## config.mk

```make
export PLATFORM = sky130hd
export DESIGN_NAME = hazard_scoreboard
export DESIGN_NICKNAME = d
export VERILOG_FILES = /design/src/rtl/hazard_scoreboard.sv
export SDC_FILE = /design/constraint.sdc
export NUM_CORES = 1
export LEC_CHECK = 0
export CAP_MARGIN = 10
export CORE_MARGIN = 1
export CORE_UTILIZATION = 42
export DETAILED_ROUTE_END_ITERATION = 7
export GPL_TIMING_DRIVEN = 1
export PLACE_DENSITY = 0.77
export SLEW_MARGIN = 20
export SYNTH_ARGS = -nofsm -noshare
export SYNTH_HDL_FRONTEND = slang
export SYNTH_SLANG_ARGS = --single-unit
```

## constraint.sdc

```tcl
create_clock -name clk -period 1.4 [get_ports clk]
set_input_delay 0.21 -clock clk [delete_from_list [all_inputs] [get_ports clk]]
set_output_delay 0.21 -clock clk [all_outputs]
set_load 0.1 [all_outputs]
```

## src/rtl/hazard_scoreboard.sv

```systemverilog
// Decode-stage RAW/control hazard unit.
// A DEPTH-entry shift scoreboard tracks in-flight destination registers; decode
// sources are compared against stages 1..DEPTH-1 to raise stall or bypass selects,
// a small counter holds wipe for a programmable window after a redirect, and the
// tail entry drives the register-file write port.
module hazard_scoreboard #(
  parameter int unsigned REG_BITS     = 3,
  parameter int unsigned DEPTH        = 3,
  parameter bit          FWD_EN       = 1'b0,
  parameter int unsigned FLUSH_CYCLES = 3,
  parameter bit          ZERO_REG_EN  = 1'b0
) (
  input  logic                clk,
  input  logic                rst,
  input  logic [REG_BITS-1:0] rs,
  input  logic [REG_BITS-1:0] rt,
  input  logic [REG_BITS-1:0] rd,
  input  logic                use_rs,
  input  logic                use_rt,
  input  logic                use_rd,
  input  logic                wr_en,
  input  logic                is_load,
  input  logic                ctrl_hazard,
  output logic                stall,
  output logic                wipe,
  output logic [DEPTH-2:0]    fwd_rs,
  output logic [DEPTH-2:0]    fwd_rt,
  output logic [DEPTH-2:0]    fwd_rd,
  output logic [REG_BITS-1:0] wb_rd,
  output logic                wb_en
);

  // Index k of the packed arrays holds scoreboard stage k+1.
  logic [DEPTH-1:0][REG_BITS-1:0] sb_rd_q, sb_rd_d;
  logic [DEPTH-1:0]               sb_vld_q, sb_vld_d;
  // Only a load sitting in stage 1 can cause a stall; older loads are bypassable.
  logic                           ld1_q, ld1_d;
  logic [2:0]                     cnt_q, cnt_d;

  logic [2:0][REG_BITS-1:0] src;
  logic [2:0]               use_v;
  logic [2:0][DEPTH-2:0]    match;
  logic [2:0][DEPTH-2:0]    youngest;
  logic [2:0][DEPTH-2:0]    sel;
  logic [2:0]               hazard;
  logic                     ins;

  // Source 0 = rs, 1 = rt, 2 = rd (store data).
  assign src   = {rd, rt, rs};
  assign use_v = {use_rd, use_rt, use_rs};

  // Flush window: live on the redirect cycle and while the counter is nonzero.
  assign wipe = ctrl_hazard | (cnt_q != 3'd0);

  // Per-source match against stages 1..DEPTH-1 and hazard/bypass decision.
  always_comb begin
    match    = '0;
    youngest = '0;
    sel      = '0;
    hazard   = '0;
    for (int s = 0; s < 3; s++) begin
      logic found;
      found = 1'b0;
      for (int k = 0; k < int'(DEPTH) - 1; k++) begin
        match[s][k] = sb_vld_q[k] && (sb_rd_q[k] == src[s]) &&
                      !(ZERO_REG_EN && (src[s] == '0));
      end
      // Youngest producer wins when several stages hold the same register.
      for (int k = 0; k < int'(DEPTH) - 1; k++) begin
        if (match[s][k] && !found) begin
          youngest[s][k] = 1'b1;
          found          = 1'b1;
        end
      end
      if (FWD_EN) begin
        hazard[s] = use_v[s] & match[s][0] & ld1_q;
        sel[s]    = (use_v[s] && !(match[s][0] && ld1_q)) ? youngest[s] : '0;
      end else begin
        hazard[s] = use_v[s] & (|match[s]);
        sel[s]    = '0;
      end
    end
  end

  // A redirect squashes decode, so it takes priority over a stall.
  assign stall  = (|hazard) & ~wipe;
  assign fwd_rs = (stall || wipe) ? '0 : sel[0];
  assign fwd_rt = (stall || wipe) ? '0 : sel[1];
  assign fwd_rd = (stall || wipe) ? '0 : sel[2];

  // Stalled, wiped and zero-register writes enter the scoreboard as bubbles.
  assign ins = wr_en & ~stall & ~wipe & ~(ZERO_REG_EN & (rd == '0));

  // Scoreboard shift and flush-counter next state.
  always_comb begin
    sb_rd_d     = sb_rd_q;
    sb_vld_d    = sb_vld_q;
    sb_rd_d[0]  = rd;
    sb_vld_d[0] = ins;
    for (int k = 1; k < int'(DEPTH); k++) begin
      sb_rd_d[k]  = sb_rd_q[k-1];
      sb_vld_d[k] = sb_vld_q[k-1];
    end
    ld1_d = is_load & ins;

    if (ctrl_hazard) begin
      cnt_d = 3'(FLUSH_CYCLES - 1);
    end else if (cnt_q != 3'd0) begin
      cnt_d = cnt_q - 3'd1;
    end else begin
      cnt_d = cnt_q;
    end
  end

  // State registers; reset clears all pending entries and the flush window.
  always_ff @(posedge clk or posedge rst) begin
    if (rst) begin
      sb_rd_q  <= '0;
      sb_vld_q <= '0;
      ld1_q    <= 1'b0;
      cnt_q    <= 3'd0;
    end else begin
      sb_rd_q  <= sb_rd_d;
      sb_vld_q <= sb_vld_d;
      ld1_q    <= ld1_d;
      cnt_q    <= cnt_d;
    end
  end

  assign wb_rd = sb_rd_q[DEPTH-1];
  assign wb_en = sb_vld_q[DEPTH-1];

endmodule

```

== Word-level counts from Yosys, hierarchy flattened ==
Index checks and enable logic that the tools add are counted.
Word-level totals
  bits in registers: 15
  input bits: 17
  output and inout port bits: 12
  word-level logic and storage cells: 35
Operators by class
  add/subtract/negate cells: 1
  eq/ne operators: 6
  mux-type cells: 2
  bitwise logic cells: 9
  reductions and logical operators: 12
Operator list (count)
  $eq 3x3->1: 6
  $and 1x1->1: 6
  $logic_and 1x1->1: 6
  $mux 3: 2
  $reduce_or 2->1: 3
  $reduce_bool 3->1: 1
  $reduce_or 3->1: 1
  $sub 3x1->3 const B: 1
  $not 1->1: 2
  $reduce_bool 2->1: 1
  $or 1x1->1: 1

== Depth between registers and ports, before layout ==
  word-level depth: 9
  gate-level depth with buffers: 6
  depth with buffers taken out: 6

== Worst setup path after synthesis ==
No wires, ideal clock.
  kind: reg2out
  start point: register cnt_q[0]
  end point: output port stall
  arrival: 3206 ps
  path slack: -2016 ps
  cell stages (with the launch flop): 6
  cells stage by stage: dfrtp_1 > inv_1 > ha_1 > ha_1 > nand2b_1 > a31oi_1
Between the ends
  cells in the longest elaborated chain, start to end: 4
Ends and longest elaborated chain
  from (decl): line 38  | logic [2:0] cnt_q, cnt_d;
  from (signal assigned): line 126  | cnt_q <= cnt_d;
  $reduce_bool 3->1: line 53  | assign wipe = ctrl_hazard | (cnt_q != 3'd0);
  $or 1x1->1: line 53
  via wipe: line 25  | output logic wipe,
  $not 1->1: line 86  | assign stall = (|hazard) & ~wipe;
  $and 1x1->1: line 86
  to (decl): line 24  | output logic stall,
The timed path passes the listed nets, and every way through them passes these cells.

== Worst setup path after layout ==
  start point: input port rt[0]
  end point: output port stall
Between the ends
  cells in the longest elaborated chain, start to end: 6
Ends and longest elaborated chain
  from (decl): line 16  | input logic [REG_BITS-1:0] rt,
  $eq 3x3->1: line 65  | match[s][k] = sb_vld_q[k] && (sb_rd_q[k] == src[s]) &&
  $logic_and 1x1->1: line 65
  $reduce_or 2->1 (*): line 79  | hazard[s] = use_v[s] & (|match[s]);
  $and 1x1->1 (*): line 79
  $reduce_or 3->1 (*): line 86
  $and 1x1->1 (*): line 86
Mark *: on every way between the ends. The rest lies on a longest branch, timed or not.

==> key figures <==
Synth
  • Synthesized instance count: 67
  • Sequential area share after synthesis: 49.4%
  • Most used DFF post-synth: dfrtp_1
  • Post-Syn Area: 759 µm²
  • Synth top cells by count: 18 x xnor2_1, 15 x dfrtp_1, 7 x and4_1
  • FFs w/ async S/R, synth: 100%
  • Synthesized area per cell: 11.3 µm²
  • Synthesized flop and latch total: 15
  • Synth Warn #: 0
  • Area share of the leading cell type in the synthesized netlist: 49.4%
  • Cell taking the most area after synthesis: dfrtp_1
  • Number of synthesized flops with an enable pin: 0
  • Most common cell in the netlist: xnor2_1
  • Synth area leaders: dfrtp_1 49%, xnor2_1 21%, and4_1 8.1%
  • Synth cell types: 15

Floorplan
  • DIE AREA: 1980 µm²
  • Ports: 29
  • Die width: 44.5 µm
  • Die Ht: 44.5 µm
  • Num rows: 15
  • Initial core utilization: 44.5%
  • Core Footprint: 1710 µm²

Clock network
  • Root Buffer: clkbuf_4
  • # clock sinks: 15
  • Maximum root-to-sink buffer count: 2
  • TritonCTS clock tree: done
  • Clock-pin slew on the worst setup and hold paths: 0.10 ns
  • Clock Latency Late Sink: 0.29 ns
  • TritonCTS buffer count: 3
  • H-tree level count: 1

Setup path
  • Worst r2r path cells: 6
  • CP Data Required Time: 1.19 ns
  • Worst Setup Start Kind: primary input
  • R2R setup slack: 0.09 ns
  • Crit path kind: primary input to output pin
  • Crit Path Max Fanout: 2
  • Crit. End Element: output pin
  • WP data arrival: 1.64 ns

Pwr
  • Maximum VDD drop: 893 µV
  • PD cells: 1260 nW/µm²
  • Leak Pwr: 0.514 nW
  • PnR Total Power: 1.54 mW

Routing
  • Detailed Route WL: 1470 µm
  • Vias per cell: 4.56
  • # DRC: 0
  • WL per Instance: 11.8 µm
  • First-iteration detailed-routing DRC count: 12
  • Drt pass-1 iters: 4
  • Via Count: 566
  • DRT antenna net count: 0

Final layout
  • Layout cells sized above 1: 35.4%
  • Multi-input logic area: 423 µm²
  • Final #Nets: 119
  • Final Util: 71.3%
  • Antenna Cells: 0
  • Fillcell total: 133
  • Storage cell area: 380 µm²
  • Design area: 1220 µm²
  • Area growth, synth to finish: 60.3%

Timing
  • Count of final hold-check violations: 0
  • Final setup vio count: 2
  • Fin crit share: 132%
  • Max Clk Rate: 0.540 GHz
  • Min Tclk post-route: 1.85 ns
  • Setup ws final: -0.452 ns
  • RSZ-0062 raised after global routing: true
  • Final Max Slew Viols: 0
  • Clock skew: 0.00942 ns

Run status
  • Status: finished, violations left
  • Failing checks: negative setup slack

Global route
  • First-pass GRT wire length: 2450 µm
  • Largest net degree at the start of global routing: 16
  • Initial antenna violation count: 0
  • GRT Residual Overflow: 0
  • Vias in the first global route: 622
  • All-Layer GR Usage: 17.4%

Placed design
  • Buffers on Ports: 21
  • Place WS: -0.439 ns
  • GP Congestion: 0.814
  • Area post-placement: 1110 µm²
  • Dpl hpwl: 1130 µm

Flow run
  • MaxCap Viol Count: 0

Worst hold path
  • Worst Hold Class: primary input to async pin
-- worst paths after layout --
check / start / to
setup / recovery: rt[0] / stall
hold / removal: rst / wb_rd[0]
setup reg to reg: cnt_q[1] / cnt_q[1]
hold reg to reg: sb_vld_q[0] / sb_vld_q[1]
max in group asynchronous: rst / sb_rd_d[5]
min in group clk: rd[1] / sb_rd_d[4]
-- sequential cells by signal, indices dropped and copies added, names as in the netlist --
name,count
cnt_q,3
wb_rd,3
sb_rd_d,6
sb_vld_q,3
-- layout make-up --
class / count / area share, %
clock buffers: 3 / 1.85
clock inverters: 1 / 0.617
inverters: 5 / 1.54
multi-input cells: 46 / 34.7
flip-flops and latches: 15 / 31.2
well taps: 25 / 2.57
repair buffers: 29 / 27.4
-- report_power, final --
| part | switching (mW) | internal, mW | total, mW |
|---|---|---|---|
| Clock | 0.149 | 0.109 | 0.258 |
| Sequential | 0.0500 | 0.498 | 0.548 |
| Combinational | 0.390 | 0.341 | 0.731 |
| Total | 0.590 | 0.948 | 1.54 |
-- critical path, stage by stage --
cell and delay [ns]:
clkdlybuf4s50_1 0.57, xnor2_1 0.14, and4_1 0.23, o21ai_2 0.09
a31oi_4 0.21, buf_12 0.19
-- layout by cell type, fill, tap and decap left out, types with 4 or more instances in the layout --
cell,synthesis,final
xnor2_1,18,15
clkdlybuf4s50_1,0,15
dfrtp_1,15,11
and4_1,7,7
buf_4,6,7
conb_1,1,6
buf_12,0,6
nor2_1,4,4
dfrtp_2,0,4
-- cell families after synthesis --
logic type / synth area share, %
adder cells (fa/ha/maj): 3.29
buffers and inverters: 8.40
flip-flops: 49.4
multiplexers: 1.32
AO/OA/AOI/OAI: 3.46
XOR/XNOR: 21.9
other: 0.494
AND/OR/NAND/NOR: 11.7
-- repair_timing --
| item | CTS | global route |
|---|---|---|
| hold endpoints to repair | 0 | 0 |
| pin swaps | 10 | 12 |
| setup endpoints to repair | 2 | 3 |
| gates resized for setup | 7 | 8 |
| hold buffers | 0 | 0 |
| setup buffers | 2 | 1 |
| cloned | 0 | 0 |
-- per-stage QoR --
stage	setup TNS, ns	std cells	hold WS, ns
2_1_floorplan	-0.456	72	0.111
3_3_place_gp	-0.560	117	0.416
3_5_place_dp	-0.641	117	0.412
4_1_cts	-0.638	123	0.243
5_1_grt	-0.765	124	0.263
6_report	-0.633	124	0.218
-- layer usage --
metal  up-vias  track usage [%]  share of wire [%]
li1        274                -                  -
met1       270             19.0                 39
met2        18             31.2                 54
met3         4             5.71                4.8
met4         0             6.67                2.5
met5         -                0                  0
Power figures use the tool's default switching activity.
